`config.mk`:
```
export PLATFORM = sky130hd
export DESIGN_NAME = writeback_arbiter
export DESIGN_NICKNAME = d
export VERILOG_FILES = /design/src/rtl/writeback_pkg.sv /design/src/rtl/wb_fifo.sv /design/src/rtl/writeback_arbiter.sv
export SDC_FILE = /design/constraint.sdc
export NUM_CORES = 1
export LEC_CHECK = 0
export BUFFER_PORTS_ARGS = -buffer_cell sky130_fd_sc_hd__buf_2
export CAP_MARGIN = 25
export CORE_MARGIN = 2
export CORE_UTILIZATION = 43
export DETAILED_ROUTE_END_ITERATION = 12
export PLACE_DENSITY = 0.65
export REMOVE_ABC_BUFFERS = 1
export SYNTH_ARGS = -nofsm -noshare
export SYNTH_HDL_FRONTEND = slang
export SYNTH_HIERARCHICAL = 1
export SYNTH_SLANG_ARGS = --single-unit
```
`constraint.sdc`:
```
create_clock -name Clk -period 3.22 [get_ports Clk]
set_input_delay 0.644 -clock Clk [delete_from_list [all_inputs] [get_ports Clk]]
set_output_delay 0.644 -clock Clk [all_outputs]
set_load 0.005 [all_outputs]
```
`src/rtl/writeback_pkg.sv`:
```
// Shared widths and the ALU result-buffer entry type for the writeback stage.
package writeback_pkg;
  localparam int unsigned W = 8;
  localparam int unsigned D = 4;

  typedef struct packed {
    logic [D-1:0] addr;
    logic [W-1:0] data;
  } wb_entry_t;
endpackage

```
`src/rtl/wb_fifo.sv`:
```
// Small in-order FIFO exposing every slot and its valid bit for hazard compare.
module wb_fifo #(
  parameter int unsigned WIDTH = 8,
  parameter int unsigned DEPTH = 2
) (
  input  logic                         Clk,
  input  logic                         Reset_n,
  input  logic                         push,
  input  logic                         pop,
  input  logic [WIDTH-1:0]             din,
  output logic [WIDTH-1:0]             head,
  output logic                         full,
  output logic                         empty,
  output logic [DEPTH-1:0]             valid,
  output logic [DEPTH-1:0][WIDTH-1:0]  entries
);
  localparam int unsigned AW = (DEPTH > 1) ? $clog2(DEPTH) : 1;
  localparam int unsigned CW = $clog2(DEPTH + 1);

  logic [AW-1:0] rd_ptr, wr_ptr;
  logic [CW-1:0] count;
  logic          do_push, do_pop;

  function automatic logic [AW-1:0] bump(input logic [AW-1:0] p);
    return (p == AW'(DEPTH - 1)) ? '0 : p + 1'b1;
  endfunction

  assign empty   = (count == '0);
  assign full    = (count == CW'(DEPTH));
  assign do_pop  = pop & ~empty;
  // A full FIFO still accepts a push when a pop frees the head slot this cycle.
  assign do_push = push & (~full | do_pop);
  assign head    = entries[rd_ptr];

  always_comb begin
    valid = '0;
    for (int unsigned i = 0; i < DEPTH; i++)
      valid[i] = ((i + DEPTH - 32'(rd_ptr)) % DEPTH) < 32'(count);
  end

  always_ff @(posedge Clk or negedge Reset_n) begin
    if (!Reset_n) begin
      rd_ptr  <= '0;
      wr_ptr  <= '0;
      count   <= '0;
      entries <= '0;
    end else begin
      if (do_push) begin
        entries[wr_ptr] <= din;
        wr_ptr          <= bump(wr_ptr);
      end
      if (do_pop)
        rd_ptr <= bump(rd_ptr);
      count <= count + CW'(do_push) - CW'(do_pop);
    end
  end
endmodule

```
`src/rtl/writeback_arbiter.sv`:
```
// Merges load returns and ALU results onto the single register-file write port
// and flags decode hazards against every register with a write in flight.
module writeback_arbiter
  import writeback_pkg::*;
#(
  parameter int unsigned Q = 2,
  parameter int unsigned L = 2
) (
  input  logic         Clk,
  input  logic         Reset_n,
  input  logic         AluValid,
  input  logic [D-1:0] AluWaddr,
  input  logic [W-1:0] AluData,
  input  logic         LdIssue,
  input  logic [D-1:0] LdWaddr,
  input  logic         LdValid,
  input  logic [W-1:0] LdData,
  input  logic [D-1:0] RaddrA,
  input  logic [D-1:0] RaddrB,
  input  logic [D-1:0] Rdst,
  input  logic         RdstEn,
  output logic         Stall,
  output logic         WriteEn,
  output logic [D-1:0] Waddr,
  output logic [W-1:0] DataIn,
  output logic         Error
);
  localparam int unsigned EW = $bits(wb_entry_t);

  logic                   ld_full, ld_empty;
  logic [D-1:0]           ld_head;
  logic [L-1:0]           ld_vld;
  logic [L-1:0][D-1:0]    ld_ent;

  logic                   alu_full, alu_empty;
  logic [EW-1:0]          alu_head_raw;
  wb_entry_t              alu_head;
  logic [Q-1:0]           alu_vld;
  logic [Q-1:0][EW-1:0]   alu_ent;

  logic                   ld_write, alu_pop, bypass, alu_push, err_set;
  logic [2**D-1:0]        busy;
  wb_entry_t              alu_in, scan;

  assign alu_in   = '{addr: AluWaddr, data: AluData};
  assign alu_head = wb_entry_t'(alu_head_raw);

  // An LdValid with no outstanding load is ignored, so the ALU path may use the port.
  assign ld_write = LdValid & ~ld_empty;
  assign alu_pop  = ~ld_write & ~alu_empty;
  assign bypass   = AluValid & alu_empty & ~ld_write;
  assign alu_push = AluValid & ~bypass;

  assign err_set = (AluValid & alu_full & ~alu_pop)
                 | (LdIssue & ld_full & ~ld_write)
                 | (LdValid & ld_empty);

  wb_fifo #(.WIDTH(D), .DEPTH(L)) u_ld_fifo (
    .Clk     (Clk),
    .Reset_n (Reset_n),
    .push    (LdIssue),
    .pop     (LdValid),
    .din     (LdWaddr),
    .head    (ld_head),
    .full    (ld_full),
    .empty   (ld_empty),
    .valid   (ld_vld),
    .entries (ld_ent)
  );

  wb_fifo #(.WIDTH(EW), .DEPTH(Q)) u_alu_buf (
    .Clk     (Clk),
    .Reset_n (Reset_n),
    .push    (alu_push),
    .pop     (alu_pop),
    .din     (alu_in),
    .head    (alu_head_raw),
    .full    (alu_full),
    .empty   (alu_empty),
    .valid   (alu_vld),
    .entries (alu_ent)
  );

  always_comb begin
    busy = '0;
    scan = '0;
    for (int unsigned i = 0; i < L; i++)
      if (ld_vld[i]) busy[ld_ent[i]] = 1'b1;
    for (int unsigned i = 0; i < Q; i++) begin
      scan = wb_entry_t'(alu_ent[i]);
      if (alu_vld[i]) busy[scan.addr] = 1'b1;
    end
    if (WriteEn)  busy[Waddr]    = 1'b1;
    if (AluValid) busy[AluWaddr] = 1'b1;
  end

  assign Stall = busy[RaddrA] | busy[RaddrB] | (RdstEn & busy[Rdst]) | alu_full | ld_full;

  always_ff @(posedge Clk or negedge Reset_n) begin
    if (!Reset_n) begin
      WriteEn <= 1'b0;
      Waddr   <= '0;
      DataIn  <= '0;
      Error   <= 1'b0;
    end else begin
      WriteEn <= ld_write | alu_pop | bypass;
      if (ld_write) begin
        Waddr  <= ld_head;
        DataIn <= LdData;
      end else if (alu_pop) begin
        Waddr  <= alu_head.addr;
        DataIn <= alu_head.data;
      end else if (bypass) begin
        Waddr  <= AluWaddr;
        DataIn <= AluData;
      end
      if (err_set) Error <= 1'b1;
    end
  end
endmodule
```
== Word level (Yosys, flattened, before mapping) ==
Index checks and enable logic that the tools add are counted.

* Register bits after elaboration: 54
* Latch bits: 0
* Bits in writable memories: 0
* Memory bits (read-only): 0
* Input port bits: 42
* Output and inout port bits: 15
* Logic and storage cells: 144
* Memories kept: 0

* Add/sub/neg operators: 12
* Multipliers: 0
* Div/mod/pow operators: 0
* $lt $le $gt $ge: 25
* Equality and inequality tests: 2
* Shift-type cells: 0
* Muxes and demuxes: 44
* Bitwise operators: 36
* Reduce and logical (&&, ||, !) cells: 11

{| class="wikitable"
|+ Operator list
! kind !! number
|-
| $mux W16 || 6
|-
| $or A16 B16 Y16 || 5
|-
| $lt A4 B5 Y1 const B || 9
|-
| $mux W12 || 3
|-
| $bwmux W24 || 1
|-
| $demux W1 S4 || 6
|-
| $ge A4 B1 Y1 const B || 6
|-
| $mux W4 || 6
|-
| $mux W8 || 3
|-
| $and A1 B1 Y1 || 14
|-
| $mux W1 || 13
|-
| $bmux W1 S4 || 3
|-
| $demux W12 S1 || 1
|-
| $or A1 B1 Y1 || 10
|-
| $bwmux W8 || 1
|-
| $logic_and A1 B1 Y1 || 8
|-
| $lt A1 B2 Y1 || 4
|-
| $lt A1 B2 Y1 const B || 4
|-
| $not A1 Y1 || 7
|-
| $add A1 B1 Y1 const B || 4
|-
| $add A2 B1 Y2 || 2
|-
| $demux W4 S1 || 1
|-
| $eq A2 B2 Y1 const B || 2
|-
| $logic_not A2 Y1 || 2
|-
| 4 further kinds || 9
|}

== Depth between registers and ports, before layout ==
* Word-level depth: 21
* Depth in mapped cells: 11
* Depth with buffers taken out: 10

== Cells and area by module ==
The synthesis kept the hierarchy.

{| class="wikitable"
|+ By module, submodules not included
! module !! times used !! cells an instance !! area an instance (µm²) !! seq. area each (µm²)
|-
| writeback_arbiter || 1 || 261 || 1963.1 || 350.3
|-
| wb_fifo at u_alu_buf || 1 || 85 || 1277.5 || 700.7
|-
| wb_fifo at u_ld_fifo || 1 || 47 || 638.1 || 300.3
|}

== Worst setup path before layout ==
OpenSTA, ideal clock, no wires.

* Path kind: register -> output
* Start point: register u_alu_buf.rd_ptr
* End point: output port Stall
* Arrival time: 2.512 ns
* Data required time: 2.576 ns
* Setup slack: 0.064 ns
* Stages on the path, launching flop included: 11
* Path buffers: 1
* Cell sequence: dfrtp_1 > buf_2 > inv_1 > a21o_1 > or3b_1 > o22ai_1 > or3_4 > mux2_2 > mux4_2 > mux2i_1 > nand4_1

* Longest elaborated chain between the ends: 15
* Elaborated cells on any way between the ends: 22
* Those cells by class: 2 x add/sub; 2 x order compare; 10 x mux; 8 x bitwise

{| class="wikitable"
|+ Ends and longest elaborated chain
! element !! RTL line !! source
|-
| start: declaration || wb_fifo.sv:20 || <nowiki>logic [AW-1:0] rd_ptr, wr_ptr;</nowiki>
|-
| start signal: assignment || wb_fifo.sv:53 || <nowiki>rd_ptr <= bump(rd_ptr);</nowiki>
|-
| $sub A1 B1 Y1 (*) || wb_fifo.sv:38 || <nowiki>valid[i] = ((i + DEPTH - 32'(rd_ptr)) % DEPTH) < 32'(count);</nowiki>
|-
| $lt A1 B2 Y1 (*) || wb_fifo.sv:38 ||
|-
| named net alu_vld[0] || writeback_arbiter.sv:38 || <nowiki>logic [Q-1:0] alu_vld;</nowiki>
|-
| $mux W16 (*) || writeback_arbiter.sv:91 || <nowiki>if (alu_vld[i]) busy[scan.addr] = 1'b1;</nowiki>
|-
| $or A16 B16 Y16 (no source line) || n/a ||
|-
| $mux W16 (*) || writeback_arbiter.sv:91 ||
|-
| $or A16 B16 Y16 (no source line) || n/a ||
|-
| $mux W16 (*) || writeback_arbiter.sv:93 || <nowiki>if (WriteEn) busy[Waddr] = 1'b1;</nowiki>
|-
| $or A16 B16 Y16 (no source line) || n/a ||
|-
| $mux W16 (*) || writeback_arbiter.sv:94 || <nowiki>if (AluValid) busy[AluWaddr] = 1'b1;</nowiki>
|-
| $bmux W1 S4 || writeback_arbiter.sv:97 || <nowiki>assign Stall = busy[RaddrA] | busy[RaddrB] | (RdstEn & busy[Rdst]) | alu_full | ld_full;</nowiki>
|-
| $mux W1 (implied by the code) || writeback_arbiter.sv:97 ||
|-
| $or A1 B1 Y1 or $and A1 B1 Y1 (tied branches) || writeback_arbiter.sv:97 ||
|-
| $or A1 B1 Y1 (*) (3 in a row) || writeback_arbiter.sv:97 ||
|-
| end: declaration || writeback_arbiter.sv:22 || <nowiki>output logic Stall,</nowiki>
|}

Mark *: on every way through the listed nets, which the timed path passes. The rest lies on a longest branch. The select of a mux whose other input is x is not followed.

== Worst setup path after layout ==
* Start point: register u_alu_buf.rd_ptr
* End point: output port Stall

* Elaborated cells on any way between the ends: 22
* Those cells by class: 2 x add/sub; 2 x order compare; 10 x mux; 8 x bitwise

{| class="wikitable"
|+ RTL lines
! element !! RTL line
|-
| $sub A1 B1 Y1 (*) || wb_fifo.sv:38
|-
| $lt A1 B2 Y1 (*) || wb_fifo.sv:38
|-
| named net alu_vld[1] || writeback_arbiter.sv:38
|-
| $mux W16 (*) || writeback_arbiter.sv:91
|-
| $or A16 B16 Y16 (no source line) || n/a
|-
| $mux W16 (*) || writeback_arbiter.sv:93
|-
| $or A16 B16 Y16 (no source line) || n/a
|-
| $mux W16 (*) || writeback_arbiter.sv:94
|-
| $bmux W1 S4 || writeback_arbiter.sv:97
|-
| $mux W1 (implied by the code) || writeback_arbiter.sv:97
|-
| $or A1 B1 Y1 or $and A1 B1 Y1 (tied branches) || writeback_arbiter.sv:97
|-
| $or A1 B1 Y1 (*) (3 in a row) || writeback_arbiter.sv:97
|}

Marks and branches as above.

==> impl_metrics.py <==
metrics = {
    "critical_path": {
        "critPathCaptureType": "output pin",
        "worstPathMaxFanout": 4,
        "critical_path_arrival_ns": 2.85,
        "reg2reg_to": "Waddr[2]$_DFFE_PN0P_",
        "reg2reg_from": "u_ld_fifo/count[1]$_DFF_PN0_",
        "worstPathRequired_ns": 2.58,
        "cp_top_family": "multiplexers",
        "crit_type": "flop to output pin",
        "worstPathCellList": "buf_6 -> a21o_1 -> or3b_4 -> o22ai_2 -> or3_4 -> mux2_4 -> mux4_2 -> mux2i_1 -> nand4_1 -> buf_2",
        "slowest_stage": "mux4_2",
        "path_buf_inv": 2,
        "r2r_cells": 8,
        "start_kind": "flop",
        "max_stage_delay_ns": 0.46,
        "r2r_slack_ns": 0.87,
    },
    "place": {
        "pre_cts_slack_ns": 0.0151,
        "dp.cells": 578,
        "dp_hpwl_mm": 9.33,
        "placed_cell_area_um2": 4480,
        "io_buffers": 56,
        "finalWeightedCongestion": 0.988,
    },
    "floorplan": {
        "rows": 34,
        "ios": 57,
        "die_y_um": 99.0,
        "core_area_um2": 8720,
        "die_area_um2": 9800,
        "initial_utilization_pct": 44.5,
        "die_w_um": 99.0,
    },
    "cts": {
        "clk_path_buf_depth": 2,
        "htreeDepth": 2,
        "cts_sinks": 54,
        "cts_root_buffer": "clkbuf_8",
        "insertion_delay_ns": 0.32,
        "tritoncts": "done",
        "cts_buffers": 5,
        "ctsHoldBuffers": 0,
        "clk_pin_slew_ns": 0.10,
    },
    "timing": {
        "setup_violations": 1,
        "relSlewSlack_pct": 71.6,
        "worstMarginPinSlew_ns": 0.425,
        "rsz0062_at_grt": "yes",
        "finClkSkew_ns": 0.0100,
        "setup_slack_ns": -0.274,
        "fin_crit_ns": 3.49,
        "slew_viol_final": 0,
        "hold_viol": 0,
        "post-route-period-util_pct": 108,
        "fmax_mhz": 286,
    },
    "pwr": {
        "seqPwrFrac_pct": 27.7,
        "p_sw_share_pct": 43.0,
        "switchingPower_mw": 2.09,
        "p_leak_nw": 1.96,
        "p_clk_share_pct": 9.4,
        "peakVddDrop_mv": 0.409,
        "p_comb_share_pct": 62.9,
        "power_density_nw_per_um2": 1040,
        "internal_power_mw": 2.78,
    },
    "yosys": {
        "synth_most_common_cell": "dfrtp_1",
        "async_flop_share_pct": 100,
        "netlist_top_cells_count": "54 x dfrtp_1, 47 x o22ai_1, 32 x mux2_2, 27 x nand2_1, 19 x nand2b_1",
        "seq_area_frac_synth_pct": 34.8,
        "syn_avg_cell_area_um2": 9.87,
        "synthDistinctLibCells": 59,
        "synthCells": 393,
        "synth-seq-cells": 54,
        "synth_flop_cell": "dfrtp_1",
        "syn_area_um2": 3880,
        "ys.warnings.count": 6,
        "synth_area_leaders": "dfrtp_1 35%, mux2_2 9.3%, o22ai_1 7.6%",
        "synth_edf_count": 0,
        "synth_top_area_share_pct": 34.8,
        "synth_area_leader_cell": "dfrtp_1",
    },
    "route": {
        "vias": 3699,
        "avgRoutedWirePerCell_um": 19.9,
        "drt_iter0_drc": 249,
        "wl_mm": 11.7,
        "avgViaCountPerCell": 6.29,
        "postRouteAntennaNets": 0,
        "drc_errors": 0,
        "firstDrtPassIters": 7,
    },
    "hold_path": {
        "hold_class": "input port to asynchronous set/reset pin",
    },
    "global_route": {
        "grt_pass1_vias": 3808,
        "antenna_found_initial": 0,
        "grt_pass1_wl_mm": 19.4,
        "grt.overflow.total": 0,
        "grt_max_degree": 27,
        "grt_use_total_pct": 24.7,
    },
    "status": {
        "status": "finished, violations left",
        "failed_checks": "setup timing",
    },
    "layout": {
        "layout.cells.non_filler": 588,
        "drive_gt1_share_pct": 37.5,
        "n_antenna_cell": 0,
        "syn_to_final_growth_pct": 20.4,
        "stdcell_area_um2": 4670,
        "nets": 525,
    },
    "flow_run": {
        "max-cap-violations": 0,
    },
}
-- kinds of logic after synthesis --
group	share of synthesized area, %
compound gates	18.8
fa+ha+maj	0.968
flops	34.8
simple gates	22.4
mux	18.8
xor+xnor	1.35
buf+inv	2.84
-- worst max path at each step --
stage          slack (ns)                          from  endpoint  cells after the start
3_5_place_dp         0.02                   AluWaddr[3]     Stall                      9
6_report            -0.27  u_alu_buf/rd_ptr$_DFFE_PN0P_     Stall                     10
2_1_floorplan        0.06  u_alu_buf/rd_ptr$_DFFE_PN0P_     Stall                      9
4_1_cts             -0.25  u_alu_buf/rd_ptr$_DFFE_PN0P_     Stall                     10
3_3_place_gp       -0.009                      AluValid     Stall                      9
5_1_grt             -0.39  u_alu_buf/rd_ptr$_DFFE_PN0P_     Stall                     10
-- sequential cells by signal (all words and copies together), names as in the netlist --
| register | count |
|---|---|
| DataIn | 8 |
| Error | 1 |
| Waddr | 4 |
| WriteEn | 1 |
| u_alu_buf/count | 2 |
| u_alu_buf/entries | 24 |
| u_alu_buf/rd_ptr | 1 |
| u_alu_buf/wr_ptr | 1 |
| u_ld_fifo/count | 2 |
| u_ld_fifo/entries | 8 |
| u_ld_fifo/rd_ptr | 1 |
| u_ld_fifo/wr_ptr | 1 |
-- per-stage QoR --
step	utilization [%]	hold WS (ns)	setup TNS [ns]	total power, mW
global placement	51.4	0.463	-0.00866	4.26
global route	53.6	0.161	-0.394	5.21
finish	53.6	0.161	-0.274	4.87
detailed placement	51.4	0.478	0	4.26
floorplan	-	0.348	0	3.21
CTS	53.0	0.160	-0.253	4.78
-- layer usage --
metal | track usage, % | vias up | part of all wire [%]
met5 | 0 | - | 0
met4 | 12.1 | 0 | 5.1
met3 | 4.11 | 56 | 6.7
met2 | 40.1 | 186 | 46
met1 | 32.0 | 1767 | 42
li1 | - | 1690 | -
-- power groups by stage --
stage / combinational, mW / sequential (mW) / clock, mW
6_report: 3.06 / 1.35 / 0.459
5_1_grt: 3.30 / 1.41 / 0.495
4_1_cts: 2.96 / 1.35 / 0.472
3_5_place_dp: 2.91 / 1.36 / 0
3_3_place_gp: 2.93 / 1.33 / 0
2_1_floorplan: 1.88 / 1.32 / 0
-- layout make-up --
| type | count | area (um2) |
|---|---|---|
| Timing Repair Buffer | 93 | 562 |
| Tap cell | 108 | 135 |
| Clock buffer | 5 | 68.8 |
| Sequential cell | 54 | 1350 |
| Multi-Input combinational cell | 315 | 2470 |
| Fill cell | 803 | 4050 |
| Inverter | 11 | 41.3 |
| Clock inverter | 2 | 38.8 |
-- what timing repair did --
action / CTS / global route
setup endpoints to repair: 1 / 1
pin swaps: 4 / 3
resized for setup: 4 / 12
buffers inserted: 2 / 1
-- layout by cell type (no fill, tap or decap), types with 5 or more instances in the layout --
cell type and count:
nor4_1 8, buf_4 36, nand3b_1 16, clkbuf_8 5, o21ai_0 10, nand3_1 10
mux2_2 31, nor2_1 15, o22ai_1 44, mux2_4 9, dfrtp_1 54, or2_2 7
xnor2_1 6, nor3_1 9, buf_2 56, nor2b_1 7, inv_1 9, nand2b_1 19
a21oi_1 8, nand2_1 27, mux2i_1 9, mux2_1 10, o221a_2 7
No activity file was read; power rests on OpenSTA's default activity.
